$ cat src/rtl/dec_ex_stage.sv
// DEC/EX pipeline register with load-use hazard detection.
// A load in EX stalls a dependent DEC instruction for LOAD_USE_STALL cycles, and a flush from EX squashes DEC.
module dec_ex_stage #(
  parameter int XLEN           = 32,
  parameter int CTRL_W         = 8,
  parameter int LOAD_USE_STALL = 1
) (
  input  logic              clk,
  input  logic              rst,
  input  logic              dec_valid,
  input  logic [XLEN-1:0]   dec_pc,
  input  logic [4:0]        dec_rs1_ad,
  input  logic [4:0]        dec_rs2_ad,
  input  logic [4:0]        dec_rd_ad,
  input  logic              dec_uses_rs1,
  input  logic              dec_uses_rs2,
  input  logic [XLEN-1:0]   dec_rs1_data,
  input  logic [XLEN-1:0]   dec_rs2_data,
  input  logic [XLEN-1:0]   dec_imm,
  input  logic [CTRL_W-1:0] dec_ctrl,
  input  logic              dec_rdEn,
  input  logic              dec_memRd,
  input  logic              flush_ex,
  output logic              dec_ex_valid,
  output logic [XLEN-1:0]   dec_ex_pc,
  output logic [4:0]        dec_ex_rs1_ad,
  output logic [4:0]        dec_ex_rs2_ad,
  output logic [4:0]        dec_ex_rd_ad,
  output logic [XLEN-1:0]   dec_ex_rs1_data,
  output logic [XLEN-1:0]   dec_ex_rs2_data,
  output logic [XLEN-1:0]   dec_ex_imm,
  output logic [CTRL_W-1:0] dec_ex_ctrl,
  output logic              dec_ex_rdEn,
  output logic              dec_ex_memRd,
  output logic              stall_fd
);

  typedef struct packed {
    logic              valid;
    logic [XLEN-1:0]   pc;
    logic [4:0]        rs1_ad;
    logic [4:0]        rs2_ad;
    logic [4:0]        rd_ad;
    logic [XLEN-1:0]   rs1_data;
    logic [XLEN-1:0]   rs2_data;
    logic [XLEN-1:0]   imm;
    logic [CTRL_W-1:0] ctrl;
    logic              rdEn;
    logic              memRd;
  } ex_pkt_t;

  localparam logic [0:0] RUN   = 1'b0;
  localparam logic [0:0] STALL = 1'b1;

  ex_pkt_t    dec_pkt;
  ex_pkt_t    ex_q;
  logic [0:0] state;
  logic [2:0] cnt;
  logic       hazard;

  always_comb begin
    dec_pkt          = '0;
    dec_pkt.valid    = dec_valid;
    dec_pkt.pc       = dec_pc;
    dec_pkt.rs1_ad   = dec_rs1_ad;
    dec_pkt.rs2_ad   = dec_rs2_ad;
    dec_pkt.rd_ad    = dec_rd_ad;
    dec_pkt.rs1_data = dec_rs1_data;
    dec_pkt.rs2_data = dec_rs2_data;
    dec_pkt.imm      = dec_imm;
    dec_pkt.ctrl     = dec_ctrl;
    dec_pkt.rdEn     = dec_rdEn;
    dec_pkt.memRd    = dec_memRd;
  end

  // Only a load sitting in EX can't be forwarded in time; anything further ahead is covered by MEM/WB forwarding.
  assign hazard = ex_q.valid & ex_q.memRd & ex_q.rdEn & (ex_q.rd_ad != 5'd0) & dec_valid &
                  ((dec_uses_rs1 & (dec_rs1_ad == ex_q.rd_ad)) |
                   (dec_uses_rs2 & (dec_rs2_ad == ex_q.rd_ad)));

  assign stall_fd = !flush_ex & (hazard | (state == STALL));

  always_ff @(posedge clk) begin
    if (rst) begin
      ex_q  <= '0;
      state <= RUN;
      cnt   <= 3'd0;
    end else if (flush_ex) begin
      ex_q  <= '0;
      state <= RUN;
      cnt   <= 3'd0;
    end else if (state == STALL) begin
      // DEC is frozen here; its inputs are re-examined once back in RUN.
      ex_q <= '0;
      cnt  <= cnt - 3'd1;
      if (cnt == 3'd1) state <= RUN;
    end else if (hazard) begin
      ex_q <= '0;
      if (LOAD_USE_STALL > 1) begin
        state <= STALL;
        cnt   <= 3'(LOAD_USE_STALL - 1);
      end
    end else if (dec_valid) begin
      ex_q <= dec_pkt;
    end else begin
      ex_q <= '0;
    end
  end

  assign dec_ex_valid    = ex_q.valid;
  assign dec_ex_pc       = ex_q.pc;
  assign dec_ex_rs1_ad   = ex_q.rs1_ad;
  assign dec_ex_rs2_ad   = ex_q.rs2_ad;
  assign dec_ex_rd_ad    = ex_q.rd_ad;
  assign dec_ex_rs1_data = ex_q.rs1_data;
  assign dec_ex_rs2_data = ex_q.rs2_data;
  assign dec_ex_imm      = ex_q.imm;
  assign dec_ex_ctrl     = ex_q.ctrl;
  assign dec_ex_rdEn     = ex_q.rdEn;
  assign dec_ex_memRd    = ex_q.memRd;

endmodule

$ cat config.mk
export PLATFORM = sky130hd
export DESIGN_NAME = dec_ex_stage
export DESIGN_NICKNAME = d
export VERILOG_FILES = /design/src/rtl/dec_ex_stage.sv
export SDC_FILE = /design/constraint.sdc
export NUM_CORES = 1
export LEC_CHECK = 0
export ABC_CLOCK_PERIOD_IN_PS = 1700
export BUFFER_PORTS_ARGS = -buffer_cell sky130_fd_sc_hd__buf_2
export CAP_MARGIN = 20
export CORE_MARGIN = 5
export CORE_UTILIZATION = 40
export DETAILED_ROUTE_END_ITERATION = 16
export GPL_TIMING_DRIVEN = 0
export HOLD_SLACK_MARGIN = 0.1
export PLACE_DENSITY_LB_ADDON = 0.3
export SLEW_MARGIN = 10
export SYNTH_ARGS = -nofsm -noshare
export SYNTH_HDL_FRONTEND = slang
export SYNTH_SLANG_ARGS = --single-unit
$ cat constraint.sdc
create_clock -name clk -period 1.7 [get_ports clk]
set_input_delay 0.17 -clock clk [delete_from_list [all_inputs] [get_ports clk]]
set_output_delay 0.17 -clock clk [all_outputs]
set_load 0.03 [all_outputs]
==> results.md, run 1 <==
- The number of antenna violations at the first check in global routing is 2.
- The final reports fail on negative setup slack.
- The area of the core is roughly 13000 um^2.
- The count of unique library cells instantiated by Yosys is 21.
- The final instance area is between 9000 and 10000 um^2.
- Ranked by instance count, the synthesized netlist is headed by dfxtp_1, nand2_1, a21oi_1, buf_2, buf_4.
- Entering global routing, the biggest net connects 17 pins.
- The type of the worst setup path is reg -> out.
- The largest buffer count on any clock path is 2.
- The detailed router's first-iteration violation count is ~390.
- The largest single stage delay on the critical path is roughly 0.36 ns.
- The worst slack on hold paths is 0.375 ns.
- The post-route clock skew is between 0.01 and 0.015 ns.
- Global routing consumed, over all layers together, between 20% and 30% of the routing resources.
- The max-slew violation count came to 0.
- The highest attainable clock frequency is around 0.54 GHz.
- In this run the tool buffered the top-level ports with between 300 and 400 buffer cells.
- The initial cell density of the core is 40.6%.
- The share of total power in sequential cells is 42.8%.
- The net switching component of the power is 2.14 mW.
- The area overhead of the layout relative to synthesis is 81.0%.
- The tightest slew margin relative to the limit is 76.9%.
- After layout, the worst path uses 110% of the clock period.
- Yosys instantiated no cell more often than dfxtp_1.
- By area the synthesized netlist is led by dfxtp_1, a21oi_1, nand2_1.
- Measured along the x axis, the die boundary spans ~120 um.
- The overall power is 8.95 mW.
- The total vias in the final route is between 5000 and 6000.
- Data arrives at the worst endpoint at roughly 1.7 ns.
- The final-report hold violation count was 0.
- The post-route worst setup slack is -0.164 ns.
- During synthesis, Yosys emitted a total of 0 warnings.
- The count of fill cells added during filler insertion is a little under 900.
- The clock network latency to the later pin of the worst-skew pair is 0.42 ns.
- In this run, synthesis produced a sequential element count of between 150 and 200.
- The most numerous cell type found on the critical path is buf_6.
- The number of global-route vias before repair was roughly 5900.
- The primary flip-flop cell chosen by synthesis mapping is dfxtp_1.
- The flow ran to the end, but the final reports show violations.
- TritonCTS built the clock tree.
- In the final layout, flip-flops and latches occupy around 3200 um^2.
- The final setup violation count is 1.
- For the pin with the worst max-slew slack, the measured transition is about 0.34 ns.
- The fraction of layout instances using a drive strength above 1 is 39.3%.
- Of all flip-flops after synthesis, the portion carrying an async set or reset was 0%.
- The worst slack after detailed placement is -0.140 ns.
- Setup repair after global routing could not meet its margin everywhere.
- The number of detailed-routing iterations run before antenna repair is 5.
- The worst setup path is captured at a primary output.
- The final period demand of the worst path is ~1.9 ns.
- VDD sags by at most ~0.6 mV.
- The first global-routing pass estimated 30.1 mm of wire.
- The internal power of the cells totals just under 7 mW.
- The peak fanout along the critical path is 4.
- For this run, design rule violations remaining after detail routing come to 0.
- The power per cell area is about 970 nW/um^2.
- After detailed routing, the total wire length is between 20 and 25 mm.
- Synthesis produced a netlist whose cell count is approximately 550.
- The synthesized cell area is ~5000 um^2.
- In the final layout, the multi-input gates occupy ~1600 um^2.
- In this run the worst hold path is classified as in -> reg.
- The cell family contributing the most delay on the critical path is flip-flops.
- Net switching is 23.9% of the power.
- The synthesized netlist net count is 714.
- The final-stage net count is 1207.
- For this design the static power due to leakage is 4.62 nW.
- The wire-length estimate of the detail-placed layout is 12.2 mm.
- CTS built an H-tree with a depth of 4.
- Of the total power, the clock network draws a little under half.
- The die covers about 15000 um^2.
- The endpoint required time on the critical path is 1.53 ns.
- Counting flops with a built-in enable in the synthesized netlist gives 0.
- The master cell of the clock root buffer is clkbuf_16.
- After clock tree synthesis, the clock-pin slew on the worst setup and hold paths is around 0.06 ns.
- Global routing finished with a remaining overflow of 0.
- The last weighted congestion value of the routability-driven placer is 0.859.
- The signal on the critical path passes through xnor2_1, nand4_1, o22ai_2, buf_6, a31o_1, buf_6.
- The CTS sink count is ~160.
- The remaining antenna violation count is 0.
- Dividing the detail-routed wire length by the instance count gives ~17 um.
- The die is 123 um tall.
- 314 I/O pins were placed.
- The part of the total power dissipated in combinational logic is 11.8%.
- The share of synthesized area in the top cell type comes to between 60% and 70%.
- Cells fill between 70 and 80% of the core in the end.
- The sequential area share after synthesis is around 62%.
- The buffer and inverter count on the worst path is 2.
- The critical path startpoint category is a flip-flop.
- The placed standard-cell area is 6890 um^2.
- The synthesized area per cell is between 9 and 10 um^2.
- On the critical path, the stage with the largest delay is an instance of dfxtp_4.
- Across the run, the number of max-cap violations was 0.
- The floorplan has between 40 and 50 rows.
- The largest total area in the synthesized netlist belongs to dfxtp_1.
- The mean number of vias per cell is around 4.7.
- The number of CTS-inserted buffers is 17.
metrics by stage:
stage	instances	setup TNS (ns)
after floorplan	553	0
after global placement	1038	-8.46
after detailed placement	1038	-8.73
after CTS	1229	-0.128
after global routing	1233	-0.307
final	1234	-0.164
path summary, 6_finish.rpt:
path	slack [ns]	startpoint	cells after the start	end
hold / removal	0.38	dec_valid	5	dec_ex_rs1_ad[1]
setup reg to reg	0.06	dec_ex_rd_ad[2]	7	dec_ex_imm[26]
hold reg to reg	0.49	cnt[1]	2	cnt[1]
setup / recovery	-0.16	dec_ex_rd_ad[2]	6	stall_fd
power by group through the flow:
stage,combinational (mW),sequential (mW),clock [mW]
floorplan,0.182,4.11,0
global placement,0.718,3.91,0
CTS,1.02,3.82,4.09
global route,1.12,3.83,4.28
finish,1.06,3.83,4.07
detailed placement,0.722,3.91,0
tightest hold or removal path: stages:
cell and delay, ns:
buf_2 0.10, nand4_1 0.13, a21oi_2 0.05, clkbuf_8 0.16, a21oi_1 0.13
what timing repair did:
| item | in CTS | in global routing |
|---|---|---|
| gates resized for setup | 21 | 9 |
| hold buffers | 155 | 1 |
| endpoints found under the hold margin | 157 | 1 |
| pin swaps | 7 | 0 |
| endpoints found under the setup margin | 104 | 27 |
| buffers inserted | 5 | 2 |
sequential cells by signal (all words and copies together) (netlist names):
register / count
dec_ex_valid: 1
dec_ex_memRd: 1
dec_ex_rs2_ad: 5
dec_ex_ctrl: 8
dec_ex_imm: 32
dec_ex_pc: 32
dec_ex_rs1_data: 32
dec_ex_rd_ad: 5
dec_ex_rs2_data: 32
state: 1
dec_ex_rdEn: 1
dec_ex_rs1_ad: 5
cnt: 3
layout make-up:
type	instances	area share [%]
timing repair buffer	475	34.5
sequential	158	34.4
multi-input combinational	340	17.8
clock buffer	17	4.60
buffer	50	3.86
tap	172	2.33
clock inverter	15	2.25
inverter	4	0.162
antenna	3	0.0812
cell usage in the layout (no fill, tap or decap), types with 3 or more instances in the layout:
cell type / count
nand2_1: 156
bufinv_16: 4
xnor2_2: 4
nand4_1: 3
dfxtp_1: 153
a21oi_1: 151
dfxtp_4: 4
clkbuf_16: 17
a21oi_2: 3
buf_4: 20
xnor2_1: 7
diode_2: 3
dlygate4sd3_1: 156
buf_2: 336
nor3_1: 3
inv_1: 4
clkinv_4: 3
buf_6: 9
inv_6: 5
logic make-up after synthesis:
logic type | synth area share, %
compound gates | 15.8
xor+xnor | 2.06
fa+ha+maj | 0.490
buf+inv | 6.89
flops | 62.0
simple gates | 12.8
routing by layer:
metal,share of wire (%),vias up,track usage [%]
li1,-,2799,-
met1,36,2672,27.7
met2,53,281,47.1
met3,6.6,70,6.08
met4,4.4,0,14.9
met5,0,-,0
Note: power is estimated with default switching activity, not from simulation.
==> run 2, diff against run 1 <==
--- a/config.mk
+++ b/config.mk
@@ -14,6 +14,7 @@
 export GPL_TIMING_DRIVEN = 0
 export HOLD_SLACK_MARGIN = 0.1
 export PLACE_DENSITY_LB_ADDON = 0.3
+export SETUP_SLACK_MARGIN = 0.1
 export SLEW_MARGIN = 10
 export SYNTH_ARGS = -nofsm -noshare
 export SYNTH_HDL_FRONTEND = slang
==> results.md, run 2 (synthesized netlist as in run 1, its figures left out) <==
- The DRC violation count after routing is 0 (unchanged).
- The area overhead of the layout relative to synthesis is 80.1%.
- The final-stage net count came to 1207 (unchanged).
- The CTS sink count came to 158 (unchanged).
- The clock-pin slew of the registers on the worst-case setup and hold paths was 0.06 ns (about the same).
- The first-pass GRT wire length is 29.7 mm (-1.3%).
- The count of fill cells added during filler insertion is 882 (-0.45%).
- The post-route clock skew is 0.00931 ns (-0.00128 ns).
- The routed length per instance is 16.5 um (-0.40%).
- The critical path arrival was 1.66 ns (-0.03 ns).
- Leaving out fill and tap cells, the most frequent cells in the layout are buf_2, nand2_1, dlygate4sd3_1, dfxtp_1, a21oi_1.
- The number of global-route vias before repair came to 5960 (+0.62%).
- The actual slew at the worst max-slew pin was 0.292 ns (-0.0455 ns).
- The number of CTS-inserted buffers was 17 (unchanged).
- The fraction of layout instances using a drive strength above 1 came to 39.1% (-0.19 points).
- Leaving out fill and tap cells, the most frequent cell in the layout is buf_2.
- The final-report hold violation count was 0 (unchanged).
- The remaining antenna violation count came to 0 (unchanged).
- The peak fanout along the critical path is 4 (unchanged).
- The final reports fail on negative setup slack.
- The mean number of vias per cell was 4.75 (+0.66%).
- The final setup violation count is 1 (unchanged).
- Grouping stages by cell kind, the critical path spends the most delay in flip-flops.
- The count of H-tree levels built during CTS is 4 (unchanged).
- The power per cell area is 924 nW/um^2 (-4.5%).
- The clock network latency to the later pin of the worst-skew pair is 0.41 ns (about the same).
- The endpoint required time on the critical path came to 1.53 ns (about the same).
- The post-route worst setup slack was -0.133 ns (+0.0308 ns).
- The largest buffer count on any clock path was 2 (unchanged).
- The delay contributed by the slowest stage of the critical path is 0.39 ns (+0.03 ns).
- The area enclosed by the die boundary was 15100 um^2 (unchanged).
- The initial cell density of the core is 40.6% (unchanged).
- The max-slew violation count is 0 (unchanged).
- The maximum number of pins on one net before global-route repair was 17 (unchanged).
- For this design, the slowest cell found on the critical path is dfxtp_4.
- The CTS tree is yes.
- The standard-cell row count is 41 (unchanged).
- The overall power came to 8.50 mW (-5.0%).
- The buffer and inverter count on the worst path is 2 (unchanged).
- The run finished, with violations left.
- STA classifies the critical path endpoint as a primary output.
- The placed wire-length estimate after detailed placement is 12.2 mm (-0.22%).
- The path class of the tightest hold or removal check is in -> reg.
- The detailed router's first-iteration violation count was 334 (-14%).
- The tree is rooted in a clkbuf_16.
- The number of detailed-routing iterations run before antenna repair came to 4 (-1).
- The number of antenna violations at the first check in global routing was 1 (-1).
- The area of the multi-input gates is 1630 um^2 (-0.69%).
- The final period demand of the worst path is 1.83 ns (-0.0308 ns).
- The area of the core came to 12600 um^2 (unchanged).
- The total vias in the final route is 5851 (+0.50%).
- Walking the worst path, the cells encountered are xnor2_2, nand4_1, o22ai_2, buf_4, a31o_1, buf_6.
- The die extent in x was 123 um (unchanged).
- The worst slack after detailed placement came to -0.0729 ns (+0.0671 ns).
- The global routing usage summed across all routing layers is 25.7% (-0.40 points).
- The area of all sequential standard cells is 3180 um^2 (about the same).
- The I/O pin total came to 314 (unchanged).
- The highest attainable clock frequency is 0.545 GHz (+1.7%).
- The number of I/O port buffers is 313 (unchanged).
- The last weighted congestion value of the routability-driven placer is 0.854 (-0.56%).
- Setup repair after global routing could not meet its margin everywhere.
- The tightest slew margin relative to the limit is 80.0% (+3.1 points).
- The leakage power of the design is 4.57 nW (-1.0%).
- The count of maximum capacitance violations is 0 (unchanged).
- The die height is 123 um (unchanged).
- The worst setup path is of the reg -> out kind.
- The worst setup path is launched from a flip-flop.
- The highest ir drop seen on vdd is 0.700 mV (+16%).
- The total wire length after detailed routing is 20.3 mm (-0.56%).
- The post-route clock period utilization is 108% (-1.8 points).
- The total congestion overflow after global routing is 0 (unchanged).
[run 2: per-stage QoR]
stage	instances	hold WS, ns	setup TNS [ns]	area [um^2]	util (%)
floorplan	553	0.247	0	5110	-
finish	1232	0.440	-0.133	9200	73.2
detailed placement	1038	0.385	-3.88	6890	54.8
global placement	1038	0.387	-1.33	6890	54.8
global route	1232	0.452	-0.227	9200	73.2
CTS	1228	-0.0122	-0.127	9080	72.2
[run 2: worst register-to-register path, delay by kind of cell (launching register included)]
kind	cells	cell delay [ns]
buffers and inverters	3	0.52
flip-flops	1	0.39
AO/OA/AOI/OAI	2	0.26
AND/OR/NAND/NOR	1	0.13
XOR/XNOR	1	0.11
[run 2: routing by layer]
metal / vias to the layer above / GRT usage [%] / routed length [um]
met3: 82 / 7.27 / 1610
li1: 2802 / - / -
met1: 2679 / 26.5 / 7240
met4: 0 / 14.7 / 995
met2: 288 / 46.3 / 10500
met5: - / 0 / 0
[run 2: report_power, final]
group,switching [mW],internal (mW),total (mW),leakage [nW]
Combinational,0.526,0.537,1.06,3.02
Sequential,0.0289,3.80,3.83,1.29
Clock,1.58,2.03,3.61,0.264
[run 2: layout make-up]
class                   instances  share of cell area, %
plain buffers                  51                   4.56
multi-input cells             340                   17.7
clock buffers                  17                   4.63
flip-flops and latches        158                   34.5
well taps                     172                   2.34
diodes                          1                 0.0272
clock inverters                15                   1.50
repair buffers                474                   34.5
inverters                       4                  0.163
[run 2: final timing paths]
check	from	endpoint	slack, ns	cells past startpoint
max	dec_ex_rd_ad[0]	stall_fd	-0.13	6
min	dec_valid	dec_ex_rs1_ad[1]	0.44	5
max reg2reg	dec_ex_rd_ad[0]	dec_ex_rs2_ad[1]	0.17	7
min reg2reg	cnt[1]	cnt[1]	0.49	2
[run 2: timing repair]
item / CTS / global route
endpoints found under the hold margin: 157 / 1
resized for setup: 12 / 31
hold buffers: 155 / 1
pin swaps: 7 / 0
cloned: 0 / 0
setup buffers: 3 / 2
endpoints found under the setup margin: 101 / 128
